--- config.mk ---
export PLATFORM = sky130hd
export DESIGN_NAME = rf_wb_scheduler
export DESIGN_NICKNAME = d
export VERILOG_FILES = /design/src/rtl/rf_wb_scheduler.sv
export SDC_FILE = /design/constraint.sdc
export NUM_CORES = 1
export LEC_CHECK = 0
export BUFFER_PORTS_ARGS = -buffer_cell sky130_fd_sc_hd__buf_4
export CAP_MARGIN = 20
export CORE_MARGIN = 2
export CORE_UTILIZATION = 40
export CTS_BUF_LIST = sky130_fd_sc_hd__clkbuf_16
export DETAILED_ROUTE_END_ITERATION = 10
export GPL_ROUTABILITY_DRIVEN = 0
export PLACE_DENSITY = 0.69
export SLEW_MARGIN = 40
export SYNTH_ARGS = -nofsm -noshare
export SYNTH_HDL_FRONTEND = slang
export SYNTH_SLANG_ARGS = --single-unit
--- constraint.sdc ---
create_clock -name clk -period 4.1 [get_ports clk]
set_input_delay 0.615 -clock clk [delete_from_list [all_inputs] [get_ports clk]]
set_output_delay 0.615 -clock clk [all_outputs]
set_load 0.005 [all_outputs]
--- src/rtl/rf_wb_scheduler.sv ---
// Register-file write-port scheduler: arbitrates the single write port between pipeline
// write-back and MDU results, and tracks outstanding MDU destinations for decode interlock.
module rf_wb_scheduler #(
  parameter int STARVE_LIMIT = 4,
  parameter int MAX_OUT      = 4
) (
  input  logic        clk,
  input  logic        rst,
  input  logic        iss_valid,
  input  logic [4:0]  iss_rd,
  output logic        iss_ready,
  input  logic [4:0]  rs1_addr,
  input  logic [4:0]  rs2_addr,
  input  logic [4:0]  dec_rd,
  output logic        hazard,
  input  logic        pipe_we,
  input  logic [4:0]  pipe_rd,
  input  logic [31:0] pipe_wdata,
  output logic        pipe_hold,
  input  logic        mdu_valid,
  input  logic [4:0]  mdu_rd,
  input  logic [31:0] mdu_wdata,
  output logic        mdu_ready,
  output logic        rf_we,
  output logic [4:0]  rf_rd,
  output logic [31:0] rf_wdata
);
  localparam int SW = $clog2(STARVE_LIMIT + 1);
  localparam logic [SW-1:0] STARVE_MAX  = SW'(STARVE_LIMIT);
  localparam logic [SW-1:0] STARVE_LAST = SW'(STARVE_LIMIT - 1);
  localparam logic [2:0]    OUT_MAX     = 3'(MAX_OUT);

  logic [31:0]   pending;
  logic [2:0]    out_cnt;
  logic [SW-1:0] starve_cnt;
  logic          mdu_acc, iss_acc, blocked;
  logic [31:0]   set_mask, clr_mask, eff;

  // The pipeline always wins unless it is frozen; the hold cycle belongs to the MDU.
  assign mdu_ready = !rst && (!pipe_we || pipe_hold);
  assign mdu_acc   = mdu_valid && mdu_ready;
  assign blocked   = mdu_valid && !mdu_ready;

  assign iss_ready = !rst && !(pending[iss_rd] && (iss_rd != 5'd0)) && (out_cnt < OUT_MAX);
  assign iss_acc   = iss_valid && iss_ready;

  assign set_mask = (iss_acc && (iss_rd != 5'd0)) ? (32'd1 << iss_rd) : 32'd0;
  assign clr_mask = mdu_acc ? (32'd1 << mdu_rd) : 32'd0;

  // A result landing this cycle is forwarded by the register file's write-through.
  assign eff    = pending & ~clr_mask;
  assign hazard = !rst && (((rs1_addr != 5'd0) && eff[rs1_addr]) ||
                           ((rs2_addr != 5'd0) && eff[rs2_addr]) ||
                           ((dec_rd   != 5'd0) && eff[dec_rd]));

  always_comb begin
    rf_we    = 1'b0;
    rf_rd    = 5'd0;
    rf_wdata = 32'd0;
    if (mdu_acc) begin
      rf_we    = 1'b1;
      rf_rd    = mdu_rd;
      rf_wdata = mdu_wdata;
    end else if (!rst && pipe_we && !pipe_hold) begin
      rf_we    = 1'b1;
      rf_rd    = pipe_rd;
      rf_wdata = pipe_wdata;
    end
  end

  always_ff @(posedge clk) begin
    if (rst) begin
      pending    <= 32'd0;
      out_cnt    <= 3'd0;
      starve_cnt <= '0;
      pipe_hold  <= 1'b0;
    end else begin
      pending <= (pending | set_mask) & ~clr_mask;
      case ({iss_acc, mdu_acc})
        2'b10:   out_cnt <= out_cnt + 3'd1;
        2'b01:   out_cnt <= out_cnt - 3'd1;
        default: out_cnt <= out_cnt;
      endcase
      if (blocked) begin
        if (starve_cnt != STARVE_MAX) starve_cnt <= starve_cnt + 1'b1;
      end else begin
        starve_cnt <= '0;
      end
      // Hold is one cycle wide: during hold mdu_ready is 1, so blocked cannot re-arm it.
      pipe_hold <= blocked && (starve_cnt == STARVE_LAST);
    end
  end

  a_mdu_rd_pending: assert property (@(posedge clk) disable iff (rst)
    (mdu_valid && (mdu_rd != 5'd0)) |-> pending[mdu_rd]);
  a_mdu_outstanding: assert property (@(posedge clk) disable iff (rst)
    mdu_valid |-> (out_cnt != 3'd0));
  a_pipe_rd_free: assert property (@(posedge clk) disable iff (rst)
    (pipe_we && (pipe_rd != 5'd0)) |-> !pending[pipe_rd]);
endmodule

# Word-level counts from Yosys, hierarchy flattened
# Cells that the tools add are included.
[totals] register_bits=39 latch_bits=0 ramBits=0 romBits=0 input_bits=99 out_inout_bits=42 word_cells=69 memories=0
[op_classes] n_addsub=3 n_mul=0 n_div=0 order_cmp=5 eq_ne=4 shift=2 n_mux=17 bitwise_logic=5 reduce_logical=29
[ops] cell="two-way mux 32 bit" n=4
[ops] cell="bitwise AND 32 bit" n=2
[ops] cell="<< shifter 1 x 5 -> 32 bit, first input constant" n=2
[ops] cell="NOT 32 bit" n=1
[ops] cell="bitwise OR 32 bit" n=1
[ops] cell="< comparator 5 x 6 -> 1 bit, second input constant" n=4
[ops] cell="binary-select mux 1 bit (select 5 bit)" n=4
[ops] cell="nonzero test 5 bit" n=4
[ops] cell="logical AND 1 bit" n=15
[ops] cell="two-way mux 5 bit" n=2
[ops] cell="adder 3 x 1 -> 3 bit, second input constant" n=2
[ops] cell="two-way mux 1 bit" n=6
[ops] cell="one-hot mux 3 bit (2 select lines)" n=1
[ops] cell="zero test 1 bit" n=5
[ops] cell="equality test 3 x 2 -> 1 bit, second input constant" n=1
[ops] cell="logical OR 1 bit" n=3
[ops] cell="< comparator 3 bit, second input constant" n=1
[ops] cell="!= test 3 bit, second input constant" n=1
[ops] cell="subtractor 3 x 1 -> 3 bit, second input constant" n=1
[ops] cell="equality test 2 x 1 -> 1 bit, second input constant" n=1
[ops] cell="equality test 2 bit, second input constant" n=1
[ops] cell="nonzero test 2 bit" n=1
[ops] cell="OR reduction 2 bit" n=1
[ops] cell="NOT 1 bit" n=1

# Longest topological paths before layout
[logic_depth] depth_word=13 mapped_depth=13 mapped_depth_nobuf=10

# Worst setup path before layout
# OpenSTA, ideal clock, no wires.
[synth_timing] path_kind="input to register" from="in iss_rd[1]" to="reg out_cnt[2]" setup_ns=0.072 t_arrival_ns=3.064 required_time_ns=4.028 setup_slack_ns=0.964 path_stages=11 n_path_buf=1 cell_sequence="buf_2 -> mux2i_1 -> mux4_2 -> mux4_2 -> nand3_2 -> ha_1 -> inv_1 -> fa_1 -> xor2_1 -> or3_1 -> a21oi_1"
[synth_between] elab_chain_cells=9 word_cells_on_any_way=12 cone_classes="eq/ne: 2; mux: 3; reduce/logical: 7"
[synth_rtl] item="from (decl)" line="10" text="input logic [4:0] iss_rd,"
[synth_rtl] item="binary-select mux 1 bit (select 5 bit)" line="44" text="assign iss_ready = !rst && !(pending[iss_rd] && (iss_rd != 5'd0)) && (out_cnt < OUT_MAX);"
[synth_rtl] item="two-way mux 1 bit (not written as such)" line="44"
[synth_rtl] item="logical AND 1 bit (*)" line="44"
[synth_rtl] item="zero test 1 bit (*)" line="44"
[synth_rtl] item="logical AND 1 bit (*) (2 in series)" line="44"
[synth_rtl] item="logical AND 1 bit (*)" line="45" text="assign iss_acc = iss_valid && iss_ready;"
[synth_rtl] item="equality test 2 x 1 -> 1 bit or equality test 2 bit (tied branches)" line="79" text="case ({iss_acc, mdu_acc})"
[synth_rtl] item="one-hot mux 3 bit (2 select lines) or nonzero test 2 bit (tied branches)"
[synth_rtl] item="to (signal assigned)" line="80" text="2'b10: out_cnt <= out_cnt + 3'd1;"
[synth_rtl] item="to (signal assigned)" line="81" text="2'b01: out_cnt <= out_cnt - 3'd1;"
[synth_rtl] item="to (signal assigned)" line="82" text="default: out_cnt <= out_cnt;"
[synth_rtl] item="to (decl)" line="34" text="logic [2:0] out_cnt;"
# Mark *: on every way between the ends. The rest lies on a longest branch, timed or not. The select of a mux whose other input is x is not followed.
# A chain may end at the register's enable or synchronous reset.

# Worst setup path in the final report
[layout_timing] from="in rst" to="out hazard"
[layout_between] elab_chain_cells=12 word_cells_on_any_way=18 cone_classes="mux: 7; bitwise: 2; reduce/logical: 9"
[layout_rtl] item="from (decl)" line="8" text="input logic rst,"
[layout_rtl] item="zero test 1 bit (*)" line="40, 52"
[layout_rtl] item="logical AND 1 bit" line="40" text="assign mdu_ready = !rst && (!pipe_we || pipe_hold);"
[layout_rtl] item="logical AND 1 bit" line="41" text="assign mdu_acc = mdu_valid && mdu_ready;"
[layout_rtl] item="two-way mux 32 bit" line="48" text="assign clr_mask = mdu_acc ? (32'd1 << mdu_rd) : 32'd0;"
[layout_rtl] item="NOT 32 bit" line="51" text="assign eff = pending & ~clr_mask;"
[layout_rtl] item="bitwise AND 32 bit" line="51"
[layout_rtl] item="binary-select mux 1 bit (select 5 bit) (on tied branches)" line="52, 53"
[layout_rtl] item="two-way mux 1 bit (on tied branches)" line="52, 53"
[layout_rtl] item="logical AND 1 bit (on tied branches)" line="52, 53"
[layout_rtl] item="logical OR 1 bit" line="52" text="assign hazard = !rst && (((rs1_addr != 5'd0) && eff[rs1_addr]) ||"
[layout_rtl] item="logical OR 1 bit" line="53" text="((rs2_addr != 5'd0) && eff[rs2_addr]) ||"
[layout_rtl] item="logical AND 1 bit (*)" line="52"
[layout_rtl] item="to (decl)" line="15" text="output logic hazard,"
# Marks and branches as above.

==> results.py <==
metrics = {
    "run_status": {
        "run_status": "finished clean",
    },
    "sta": {
        "final.period_utilization_pct": 94.07,
        "relSlewSlack_pct": 46.04,
        "fin_ws_ns": 0.2433,
        "max_clock_freq_mhz": 259.3,
        "maxSlewViolCount": 0,
        "finalSetupViolCount": 0,
        "final-hold-violation-count": 0,
        "setup-tns-final_ns": 0,
        "layout_min_cycle_time_ns": 3.857,
        "unrepaired_setup_endpoints_after_global_routing": "no",
        "worst_slew_pin_slew_ns": 0.7989,
        "clock_skew_ns": 0.002182,
    },
    "clock_network": {
        "ctsResizeCount": 0,
        "cts_tree": "done",
        "clk_root_buffer_cell": "sky130_fd_sc_hd__clkbuf_16",
        "postCtsSetupRepairBufs": 0,
        "worst_skew_pair.late_latency_ns": 0.29,
        "clock_sinks": 38,
        "holdBufCountCts": 0,
        "cts.path.max_buffers": 2,
        "h_tree_levels": 2,
        "clk_pin_slew_worst_paths_ns": 0.06,
        "tritoncts.num_buffers": 5,
    },
    "synthesis": {
        "mapped_cell_area_mm2": 0.003901,
        "yosys_register_bits": 38,
        "synth_enable_flop_cells": 0,
        "yosysMostFrequentCell": "sky130_fd_sc_hd__dfxtp_1",
        "synth.area.top_cells": "sky130_fd_sc_hd__dfxtp_1 19%, sky130_fd_sc_hd__a22o_1 8.3%, sky130_fd_sc_hd__mux4_2 8.1%",
        "synthesis.instances": 433,
        "yosys_warnings": 0,
        "postSynth.asyncResetShare_pct": 0,
        "netlist-cell-type-count": 68,
        "yosys_most_used_dff": "sky130_fd_sc_hd__dfxtp_1",
        "yosysTopAreaCell": "sky130_fd_sc_hd__dfxtp_1",
        "ys_seq_area_share_pct": 19.50,
        "synth_nets": 537,
        "synth_top_cell_area_share_pct": 19.50,
        "syn_area_per_cell_um2": 9.010,
        "synth_commonest_cells": "38 x sky130_fd_sc_hd__dfxtp_1, 37 x sky130_fd_sc_hd__a22o_1, 36 x sky130_fd_sc_hd__nor2_1",
    },
    "routing": {
        "detailroute.via_count": 4444,
        "firstDrtPassIters": 6,
        "drtAntennaViolNets": 0,
        "drtIter0Drc": 478,
        "routed_via_density": 6.516,
        "routed_wire_length_per_instance_um": 21.81,
        "remaining_drc_errors": 0,
        "routed_wirelength_um": 14870,
    },
    "floorplanning": {
        "fp.dieW_um": 102.8,
        "fp-row-count": 36,
        "boundaryPins": 141,
        "start_util_pct": 40.47,
        "die_area_mm2": 0.01056,
        "chipHeight_um": 102.8,
        "core_region_area_mm2": 0.009639,
    },
    "setup_path": {
        "worstPathRequired_ns": 3.48,
        "worstSetupStartpoint": "rst",
        "critPathTopFamily": "compound AO/OA/AOI/OAI gates",
        "endpoint_kind": "output pin",
        "worst-setup-path-type": "in -> out",
        "cpMaxStageDelayCell": "sky130_fd_sc_hd__o41ai_1",
        "critPathMaxFanout": 25,
        "path_cells": "buf_4 -> nand2b_4 -> buf_4 -> o41ai_1 -> mux4_1 -> nand2b_1 -> o211ai_1 -> a221oi_2 -> a41oi_1 -> buf_4",
        "crit_buf_inv": 3,
        "launch_point_of_the_worst_reg_to_reg_path": "pipe_hold$_SDFF_PP0_",
        "critical_path.max_stage_delay_ns": 0.69,
        "timing.critical_path.arrival_ns": 3.24,
        "startpoint_type": "input port",
        "critical_path.most_common_cell": "sky130_fd_sc_hd__buf_4",
    },
    "layout": {
        "area_growth_syn_to_layout_pct": 32.49,
        "stdcell_count": 682,
        "layout.nets": 652,
        "post-route-util_pct": 53.62,
        "post_route_cells_drive_above_1_share_pct": 39.71,
        "antenna-diode-count": 0,
    },
    "grt": {
        "gr-usage-met3_pct": 4.881,
        "use_met2_pct": 43.84,
        "grt_pass1_vias": 3959,
        "globalRoute.totalOverflow": 0,
        "grt_pass1_wl_um": 21300,
        "grt_antenna_before_repair": 0,
        "global_route.usage.met1_pct": 33.46,
        "maximum_number_of_pins_on_one_net_before_global_route_repair": 40,
        "grt_most_used_layer": "met2",
        "global_route_total_usage_across_every_layer_pct": 26.18,
    },
    "placement": {
        "dp_hpwl_um": 11170,
        "dp_cells": 674,
        "place_worst_setup_slack_ns": 0.3476,
        "port-buffer-count": 140,
    },
    "pwr": {
        "vdd_ir_drop_max_mv": 0.1512,
        "p_leak_nw": 1.937,
        "pwr_density_mw_per_mm2": 224.6,
    },
    "worst_hold_path": {
        "min-delay-path-class": "reg -> reg",
        "holdCritStartpoint": "starve_cnt[2]$_SDFFE_PP0P_",
    },
    "job": {
        "max_cap_violations": 0,
    },
}
==> state kept, by name (all words and copies together) (netlist names) <==
| signal | count |
|---|---|
| out_cnt | 3 |
| pending | 31 |
| pipe_hold | 1 |
| starve_cnt | 3 |
==> power by group <==
part           internal, mW  total, mW  switching [mW]
Clock                 0.285      0.453           0.167
Combinational         0.160      0.330           0.170
Sequential            0.375      0.379         0.00421
==> tightest hold or removal path, delay by kind of cell, from the launching register on <==
family           cells  cell delay (ns)
flip-flops           1             0.32
AO/OA/AOI/OAI        1             0.05
AND/OR/NAND/NOR      1             0.08
==> through the flow <==
stage / hold WS [ns] / power (mW) / instance area [um2]
floorplan: 0.4585 / 0.5574 / 3901
global placement: 0.4691 / 0.7023 / 4962
detailed placement: 0.4908 / 0.7100 / 4990
CTS: 0.5009 / 1.154 / 5155
global route: 0.5323 / 1.191 / 5169
finish: 0.5025 / 1.161 / 5169
==> final timing paths <==
| path | to | slack, ns | cells after the start |
|---|---|---|---|
| max | hazard | 0.24 | 10 |
| min | starve_cnt[1]$_SDFFE_PP0P_ | 0.50 | 2 |
| max reg2reg | out_cnt[2]$_SDFFE_PP0P_ | 0.98 | 11 |
| min reg2reg | starve_cnt[1]$_SDFFE_PP0P_ | 0.50 | 2 |
==> metal layers <==
layer  vias up  share of wire (%)
met5         -                  0
met4         0                3.1
met3        42                 10
met2       308                 47
met1      2118                 39
li1       1976                  -
==> cell families (layout without fill, tap and decap cells) <==
group           count (synthesis)  count (layout)  share of synthesized area, %
compound gates                154             154                         36.31
xor+xnor                        3               3                        0.6736
fa+ha+maj                       5               5                         1.796
buf+inv                        61             177                         8.018
flops                          38              38                         19.50
mux                            34              34                         14.08
simple gates                  138             138                         19.63
==> cells in the final DEF (no fill, tap or decap), types with 10 or more instances in the layout <==
master,count
sky130_fd_sc_hd__a21oi_1,10
sky130_fd_sc_hd__a22o_1,37
sky130_fd_sc_hd__buf_4,153
sky130_fd_sc_hd__dfxtp_1,38
sky130_fd_sc_hd__inv_1,14
sky130_fd_sc_hd__mux2i_1,17
sky130_fd_sc_hd__mux4_2,14
sky130_fd_sc_hd__nand2_1,28
sky130_fd_sc_hd__nand2b_1,10
sky130_fd_sc_hd__nor2_1,35
sky130_fd_sc_hd__o21ai_0,12
sky130_fd_sc_hd__o32ai_1,18
sky130_fd_sc_hd__o41ai_1,11
==> cell type report <==
class / count / area, um2
inverter: 15 / 56.30
clock buffer: 5 / 125.1
sequential: 38 / 760.7
timing repair buffer: 154 / 1176
multi-input combinational: 334 / 2844
tap: 133 / 166.4
fill: 896 / 4471
clock inverter: 3 / 40.04
(Power assumes the default switching activity.)
